**config.mk**
```make
export PLATFORM = sky130hd
export DESIGN_NAME = alu_cw_issue_queue
export DESIGN_NICKNAME = d
export VERILOG_FILES = /design/src/rtl/alu_cw_pkg.sv /design/src/rtl/alu_cw_field_split.sv /design/src/rtl/alu_cw_issue_queue.sv
export SDC_FILE = /design/constraint.sdc
export NUM_CORES = 1
export LEC_CHECK = 0
export ABC_AREA = 1
export BUFFER_PORTS_ARGS = -buffer_cell sky130_fd_sc_hd__clkbuf_2
export CELL_PAD_IN_SITES_DETAIL_PLACEMENT = 1
export CELL_PAD_IN_SITES_GLOBAL_PLACEMENT = 1
export CORE_MARGIN = 8
export CORE_UTILIZATION = 46
export CTS_CLUSTER_SIZE = 12
export DETAILED_ROUTE_END_ITERATION = 16
export GPL_ROUTABILITY_DRIVEN = 0
export GPL_TIMING_DRIVEN = 0
export HOLD_SLACK_MARGIN = 0.08
export PLACE_DENSITY = 0.87
export SLEW_MARGIN = 15
export SYNTH_ARGS = -nofsm -noshare
export SYNTH_HDL_FRONTEND = slang
export SYNTH_SLANG_ARGS = --single-unit
```
**constraint.sdc**
```tcl
create_clock -name clk -period 8 [get_ports clk]
set_input_delay 0.4 -clock clk [delete_from_list [all_inputs] [get_ports clk]]
set_output_delay 0.4 -clock clk [all_outputs]
set_load 0.05 [all_outputs]
```
**src/rtl/alu_cw_pkg.sv**
```systemverilog
// Shared widths, packed control-word layout and field offsets for the ALU control-word queue.
// Offsets count up from the LSB; the word is packed MSB-first in field order.
package alu_cw_pkg;

    localparam int unsigned DEF_DATA_WIDTH = 16;
    localparam int unsigned DEF_OP_WIDTH   = 4;
    localparam int unsigned DEF_SEL_WIDTH  = 4;
    localparam int unsigned LOAD_SRC_WIDTH = 2;

    function automatic int unsigned cw_width(input int unsigned data_w,
                                             input int unsigned op_w,
                                             input int unsigned sel_w);
        return 1 + op_w + 2 * data_w + 3 * sel_w + 2 + 2 + 2;
    endfunction

    // Fields below out_select have fixed widths, so their offsets are constant.
    localparam int unsigned OFF_STORE_TO_STK = 0;
    localparam int unsigned OFF_STORE_TO_MEM = 1;
    localparam int unsigned OFF_LOAD_SRC     = 2;
    localparam int unsigned OFF_OUT_SELECT   = 4;

    function automatic int unsigned off_b_source(input int unsigned sel_w);
        return OFF_OUT_SELECT + sel_w;
    endfunction

    function automatic int unsigned off_a_source(input int unsigned sel_w);
        return off_b_source(sel_w) + 1;
    endfunction

    function automatic int unsigned off_b_select(input int unsigned sel_w);
        return off_a_source(sel_w) + 1;
    endfunction

    function automatic int unsigned off_a_select(input int unsigned sel_w);
        return off_b_select(sel_w) + sel_w;
    endfunction

    function automatic int unsigned off_b_altern(input int unsigned sel_w);
        return off_a_select(sel_w) + sel_w;
    endfunction

    function automatic int unsigned off_a_altern(input int unsigned data_w,
                                                 input int unsigned sel_w);
        return off_b_altern(sel_w) + data_w;
    endfunction

    function automatic int unsigned off_op(input int unsigned data_w,
                                           input int unsigned sel_w);
        return off_a_altern(data_w, sel_w) + data_w;
    endfunction

    function automatic int unsigned off_pc_inc(input int unsigned data_w,
                                               input int unsigned op_w,
                                               input int unsigned sel_w);
        return off_op(data_w, sel_w) + op_w;
    endfunction

    localparam int unsigned DEF_CW_WIDTH     = cw_width(DEF_DATA_WIDTH, DEF_OP_WIDTH, DEF_SEL_WIDTH);
    localparam int unsigned DEF_OFF_B_SOURCE = off_b_source(DEF_SEL_WIDTH);
    localparam int unsigned DEF_OFF_A_SOURCE = off_a_source(DEF_SEL_WIDTH);
    localparam int unsigned DEF_OFF_B_SELECT = off_b_select(DEF_SEL_WIDTH);
    localparam int unsigned DEF_OFF_A_SELECT = off_a_select(DEF_SEL_WIDTH);
    localparam int unsigned DEF_OFF_B_ALTERN = off_b_altern(DEF_SEL_WIDTH);
    localparam int unsigned DEF_OFF_A_ALTERN = off_a_altern(DEF_DATA_WIDTH, DEF_SEL_WIDTH);
    localparam int unsigned DEF_OFF_OP       = off_op(DEF_DATA_WIDTH, DEF_SEL_WIDTH);
    localparam int unsigned DEF_OFF_PC_INC   = off_pc_inc(DEF_DATA_WIDTH, DEF_OP_WIDTH, DEF_SEL_WIDTH);

    typedef struct packed {
        logic                      pc_inc;
        logic [DEF_OP_WIDTH-1:0]   op;
        logic [DEF_DATA_WIDTH-1:0] a_altern;
        logic [DEF_DATA_WIDTH-1:0] b_altern;
        logic [DEF_SEL_WIDTH-1:0]  a_select;
        logic [DEF_SEL_WIDTH-1:0]  b_select;
        logic                      a_source;
        logic                      b_source;
        logic [DEF_SEL_WIDTH-1:0]  out_select;
        logic [LOAD_SRC_WIDTH-1:0] load_src;
        logic                      store_to_mem;
        logic                      store_to_stk;
    } alu_cw_t;

endpackage

```
**src/rtl/alu_cw_field_split.sv**
```systemverilog
// Combinational split of one packed control word into ALU datapath fields.
// Every field is forced to zero when the word is not valid, so strobes cannot fire while idle.
module alu_cw_field_split
    import alu_cw_pkg::*;
#(
    parameter  int unsigned DATA_WIDTH = DEF_DATA_WIDTH,
    parameter  int unsigned OP_WIDTH   = DEF_OP_WIDTH,
    parameter  int unsigned SEL_WIDTH  = DEF_SEL_WIDTH,
    localparam int unsigned CW_WIDTH   = cw_width(DATA_WIDTH, OP_WIDTH, SEL_WIDTH)
) (
    input  logic [CW_WIDTH-1:0]       i_cw,
    input  logic                      i_valid,
    output logic                      o_pc_inc,
    output logic [OP_WIDTH-1:0]       o_op,
    output logic [DATA_WIDTH-1:0]     o_a_altern,
    output logic [DATA_WIDTH-1:0]     o_b_altern,
    output logic [SEL_WIDTH-1:0]      o_a_select,
    output logic [SEL_WIDTH-1:0]      o_b_select,
    output logic                      o_a_source,
    output logic                      o_b_source,
    output logic [SEL_WIDTH-1:0]      o_out_select,
    output logic [LOAD_SRC_WIDTH-1:0] o_load_src,
    output logic                      o_store_to_mem,
    output logic                      o_store_to_stk
);

    localparam int unsigned OFF_B_SOURCE = off_b_source(SEL_WIDTH);
    localparam int unsigned OFF_A_SOURCE = off_a_source(SEL_WIDTH);
    localparam int unsigned OFF_B_SELECT = off_b_select(SEL_WIDTH);
    localparam int unsigned OFF_A_SELECT = off_a_select(SEL_WIDTH);
    localparam int unsigned OFF_B_ALTERN = off_b_altern(SEL_WIDTH);
    localparam int unsigned OFF_A_ALTERN = off_a_altern(DATA_WIDTH, SEL_WIDTH);
    localparam int unsigned OFF_OP       = off_op(DATA_WIDTH, SEL_WIDTH);
    localparam int unsigned OFF_PC_INC   = off_pc_inc(DATA_WIDTH, OP_WIDTH, SEL_WIDTH);

    always_comb begin
        o_pc_inc       = 1'b0;
        o_op           = '0;
        o_a_altern     = '0;
        o_b_altern     = '0;
        o_a_select     = '0;
        o_b_select     = '0;
        o_a_source     = 1'b0;
        o_b_source     = 1'b0;
        o_out_select   = '0;
        o_load_src     = '0;
        o_store_to_mem = 1'b0;
        o_store_to_stk = 1'b0;
        if (i_valid) begin
            o_pc_inc       = i_cw[OFF_PC_INC];
            o_op           = i_cw[OFF_OP       +: OP_WIDTH];
            o_a_altern     = i_cw[OFF_A_ALTERN +: DATA_WIDTH];
            o_b_altern     = i_cw[OFF_B_ALTERN +: DATA_WIDTH];
            o_a_select     = i_cw[OFF_A_SELECT +: SEL_WIDTH];
            o_b_select     = i_cw[OFF_B_SELECT +: SEL_WIDTH];
            o_a_source     = i_cw[OFF_A_SOURCE];
            o_b_source     = i_cw[OFF_B_SOURCE];
            o_out_select   = i_cw[OFF_OUT_SELECT +: SEL_WIDTH];
            o_load_src     = i_cw[OFF_LOAD_SRC   +: LOAD_SRC_WIDTH];
            o_store_to_mem = i_cw[OFF_STORE_TO_MEM];
            o_store_to_stk = i_cw[OFF_STORE_TO_STK];
        end
    end

endmodule

```
**src/rtl/alu_cw_issue_queue.sv**
```systemverilog
// DEPTH-entry FIFO of packed ALU control words, issued head-first over valid/ready.
// The head entry is split into datapath fields; flush empties the queue at the next edge.
module alu_cw_issue_queue
    import alu_cw_pkg::*;
#(
    parameter  int unsigned DATA_WIDTH = DEF_DATA_WIDTH,
    parameter  int unsigned OP_WIDTH   = DEF_OP_WIDTH,
    parameter  int unsigned SEL_WIDTH  = DEF_SEL_WIDTH,
    parameter  int unsigned DEPTH      = 4,
    localparam int unsigned CW_WIDTH   = cw_width(DATA_WIDTH, OP_WIDTH, SEL_WIDTH),
    localparam int unsigned LVL_W      = $clog2(DEPTH + 1)
) (
    input  logic                      clk,
    input  logic                      rst_n,
    input  logic                      cw_valid,
    output logic                      cw_ready,
    input  logic [CW_WIDTH-1:0]       control_word,
    input  logic                      flush,
    output logic                      issue_valid,
    input  logic                      issue_ready,
    output logic [LVL_W-1:0]          level,
    output logic                      program_counter_increment,
    output logic [OP_WIDTH-1:0]       alu_op,
    output logic [DATA_WIDTH-1:0]     alu_a_altern,
    output logic [DATA_WIDTH-1:0]     alu_b_altern,
    output logic [SEL_WIDTH-1:0]      alu_a_select,
    output logic [SEL_WIDTH-1:0]      alu_b_select,
    output logic [SEL_WIDTH-1:0]      alu_out_select,
    output logic                      alu_a_source,
    output logic                      alu_b_source,
    output logic [1:0]                alu_load_src,
    output logic                      alu_store_to_mem,
    output logic                      alu_store_to_stk
);

    localparam int unsigned PTR_W = $clog2(DEPTH);

    logic [CW_WIDTH-1:0] r_mem [DEPTH];
    logic [PTR_W-1:0]    r_wr_ptr;
    logic [PTR_W-1:0]    r_rd_ptr;
    logic [LVL_W-1:0]    r_level;

    logic                w_full;
    logic                w_push;
    logic                w_pop;
    logic [CW_WIDTH-1:0] w_head;

    // Readiness depends only on registered level and flush, never on issue_ready.
    assign w_full      = (r_level == LVL_W'(DEPTH));
    assign cw_ready    = !w_full && !flush;
    assign issue_valid = (r_level != '0);
    assign level       = r_level;

    assign w_push = cw_valid && cw_ready;
    assign w_pop  = issue_valid && issue_ready;
    assign w_head = r_mem[r_rd_ptr];

    always_ff @(posedge clk or negedge rst_n) begin
        if (!rst_n) begin
            r_wr_ptr <= '0;
            r_rd_ptr <= '0;
            r_level  <= '0;
        end else if (flush) begin
            r_wr_ptr <= '0;
            r_rd_ptr <= '0;
            r_level  <= '0;
        end else begin
            if (w_push) begin
                r_wr_ptr <= r_wr_ptr + PTR_W'(1);
            end
            if (w_pop) begin
                r_rd_ptr <= r_rd_ptr + PTR_W'(1);
            end
            case ({w_push, w_pop})
                2'b10:   r_level <= r_level + LVL_W'(1);
                2'b01:   r_level <= r_level - LVL_W'(1);
                default: r_level <= r_level;
            endcase
        end
    end

    // Storage carries no reset: unread entries are masked by issue_valid in the split.
    always_ff @(posedge clk) begin
        if (w_push) begin
            r_mem[r_wr_ptr] <= control_word;
        end
    end

    alu_cw_field_split #(
        .DATA_WIDTH (DATA_WIDTH),
        .OP_WIDTH   (OP_WIDTH),
        .SEL_WIDTH  (SEL_WIDTH)
    ) u_field_split (
        .i_cw           (w_head),
        .i_valid        (issue_valid),
        .o_pc_inc       (program_counter_increment),
        .o_op           (alu_op),
        .o_a_altern     (alu_a_altern),
        .o_b_altern     (alu_b_altern),
        .o_a_select     (alu_a_select),
        .o_b_select     (alu_b_select),
        .o_a_source     (alu_a_source),
        .o_b_source     (alu_b_source),
        .o_out_select   (alu_out_select),
        .o_load_src     (alu_load_src),
        .o_store_to_mem (alu_store_to_mem),
        .o_store_to_stk (alu_store_to_stk)
    );

endmodule
```
==> impl_results.md <==
* Worst path arrival time at 2.47 ns
* Largest area contributor in the netlist: edfxtp_1
* # resized after CTS at 0
* Slowest cell delay on critical path at 0.46 ns
* P_leak at 0.004010 uW
* Tcrit/Tclk final at 35.87%
* Post-layout util at 56.41%
* Fill cells at 2037
* Initial DRC count at 265
* WHS Path Cells at 1
* Placed inst area at 10160 um^2
* Setup TNS at 0 ns
* Reg-to-reg endpoint: r_mem[2][41]
* Kind of critical path: reg2out
* CTS tree: done
* Final hold vios at 0
* WL final at 23930 um
* FF+latch count, synth at 227
* Period minus WS final at 2.869 ns
* Run status: complete, no violations
* Worst Setup End Kind: primary output
* GRT Util Overall at 19.85%
* Final Net Count at 931
* Layout cell share with drive strength beyond 1 at 21.82%
* H-tree depth at 1
* Area Overhead vs Synth at 21.51%
* R2R Setup Slk at 5.60 ns
* Mapped Cells at 709
* Metal2 WL at 12520 um
* CTS root buf: clkbuf_16
* Hold_sp: control_word[52]
* Slew Limit Fails at 0
* Die Y at 155.5 um
* First-pass GRT wire length at 37030 um
* Crit-path cells: inv_2, buf_4, clkbuf_1, o21ai_1, a21oi_1, clkbuf_2
* Final ANT Viol Nets at 0
* Vias/cell at 5.310
* Worst min-delay path category: in2reg
* CP delay by family, top: buffers and inverters
* Number of remaining DRC errors at 0
* DP Wirelength at 15860 um
* Initial core utilization at 46.43%
* Max stage delay cell, worst path: clkbuf_1
* Synth top area cells: edfxtp_1 (74%), nor2_1 (9.4%), o21ai_1 (3.7%)
* DR pass1 iterations at 4
* Initial antenna violation count at 2
* Worst-case reg-to-reg path depth at 7
* Reg2reg start: level[0]
* Max clock buf depth at 3
* Die Area at 24170 um^2
* Worst Path Max Fanout at 10
* TritonCTS Sinks at 227
* YS warnings at 0
* Clock slew seen by the registers of the worst setup and hold paths at 0.06 ns
* DR WL/cell at 20.90 um
* Via count at 6080
* Worst Skew at 0.01053 ns
* Pin count of the biggest net entering global routing at 24
* Syn avg cell area at 12.62 um^2
* PortBufs at 119
* Worst slew margin at 55.00%
* Hold EP: r_mem[2][52]
* Net Count, Synth at 774
* Cell Area, Synth at 8947 um^2
* Postcts setup bufs at 0
* Synth top area share at 73.84%
* Die Width at 155.5 um
* Met1 WL at 9417 um
* Max Used Layer: met5
* Tightest Pin Transition at 0.6734 ns
* N_diodes at 0
* Setup violations, final at 0
* Unrepaired setup endpoints after global routing: no
* Cell variety after synth at 22
* Peak supply drop at 0.2346 mV
* Clk_lat worst skew at 0.50 ns
* Max_cap viols at 0
* Detailed route wirelength on metal3 at 1377 um
* Pre-CTS WS at 5.579 ns
* Post-route cell area at 10870 um^2
* Sequential area share after synthesis at 75.79%
* Power Dens Cells at 320.0 nW/um^2
* Total gr overflow at 0
* Num CTS Buffers at 25
* CP Buf/Inv Count at 4
* Required @ worst endpoint at 7.60 ns
* Worst Setup Start Kind: flip-flop
* Vias in the first global route at 6732
* Fmax at 0.3485 GHz
* Final WS setup at 5.131 ns
* CORE AREA at 19270 um^2
* Standard-cell rows at 51
* Ports at 120
## synth_stat cells
| cell | count |
|---|---|
| a21boi_1 | 1 |
| buf_2 | 17 |
| clkbuf_1 | 11 |
| nand3_1 | 7 |
| inv_1 | 11 |
| ha_1 | 4 |
| nor2_1 | 224 |
| edfxtp_1 | 220 |
| o21ai_0 | 45 |
| buf_4 | 9 |
| nand3b_1 | 1 |
| nor2_2 | 1 |
| nand2_1 | 13 |
| a21oi_1 | 58 |
| xnor2_1 | 1 |
| o21ai_1 | 67 |
| nand3_2 | 1 |
| buf_1 | 5 |
| fa_1 | 1 |
| dfrtp_1 | 7 |
| inv_2 | 2 |
| nand4_1 | 3 |
## layout make-up
cell class	instances	area (um^2)	share of cell area, %
multi-input cells	427	1934	17.79
inverters	13	48.80	0.4488
flip-flops and latches	227	6782	62.38
plain buffers	42	212.7	1.956
repair buffers	130	865.8	7.964
well taps	265	331.6	3.050
clock inverters	10	48.80	0.4488
clock buffers	31	648.1	5.962
## cell families (layout without fill, tap and decap cells)
family / count (synthesis) / in the layout / share of synthesized area, %
AOI/OAI and AO/OA: 171 / 171 / 9.593
xor gates and xnor gates: 1 / 1 / 0.09791
adders and majority gates: 5 / 5 / 0.7831
buffers and inverters: 55 / 226 / 2.923
DFF: 227 / 227 / 75.79
and+or+nand+nor: 250 / 250 / 10.81
## repair_timing
action	CTS	global route
hold buffers	1	0
endpoints found under the setup margin	0	0
endpoints found under the hold margin	7	0
## power breakdown
part / switching, uW / internal [uW] / leakage (uW)
Clock: 428 / 568 / 0.000342
Combinational: 865 / 233 / 0.00157
Sequential: 22.0 / 1360 / 0.00209
Total: 1310 / 2160 / 0.00401
## cells in the final DEF (no fill, tap or decap), drive strengths merged, types with 3 or more instances in the layout
| cell type | synthesis | final |
|---|---|---|
| a21oi | 58 | 58 |
| buf | 31 | 41 |
| clkbuf | 11 | 161 |
| clkinv | 0 | 9 |
| dfrtp | 7 | 7 |
| edfxtp | 220 | 220 |
| ha | 4 | 4 |
| inv | 13 | 14 |
| nand2 | 13 | 13 |
| nand3 | 8 | 8 |
| nand4 | 3 | 3 |
| nor2 | 225 | 225 |
| o21ai | 112 | 112 |
## metrics by stage
step                      hold slack [ns]  cells  total power, uW
after CTS                         0.09044   1145             3515
final                              0.1080   1145             3479
after floorplan                    0.1044    709             2171
after detailed placement           0.2512   1103             2510
after global placement             0.2493   1093             2471
after global routing              0.09441   1145             3617
## per-layer routing
metal  vias up  GRT usage, %
li1       2833             -
met1      3025         22.97
met2       165         36.20
met3        53         4.105
met4         4         6.146
met5         -             0
## worst max path at each step
| stage | from | endpoint | slack [ns] | cells after the start |
|---|---|---|---|---|
| after floorplan | level[1] | r_mem[0][0] | 4.17 | 4 |
| after global placement | flush | r_mem[1][38] | 2.62 | 4 |
| after detailed placement | level[0] | r_mem[2][41] | 5.58 | 7 |
| after CTS | r_rd_ptr[0] | alu_b_altern[4] | 5.08 | 6 |
| after global routing | r_rd_ptr[0] | alu_b_altern[15] | 4.98 | 6 |
| final | r_rd_ptr[0] | alu_b_altern[3] | 5.13 | 6 |
## sequential cells by signal (all words and copies together), names as in the netlist
name and flops:
r_mem 220, level 3, r_rd_ptr 2, r_wr_ptr 2
No activity file was read; power rests on OpenSTA's default activity.
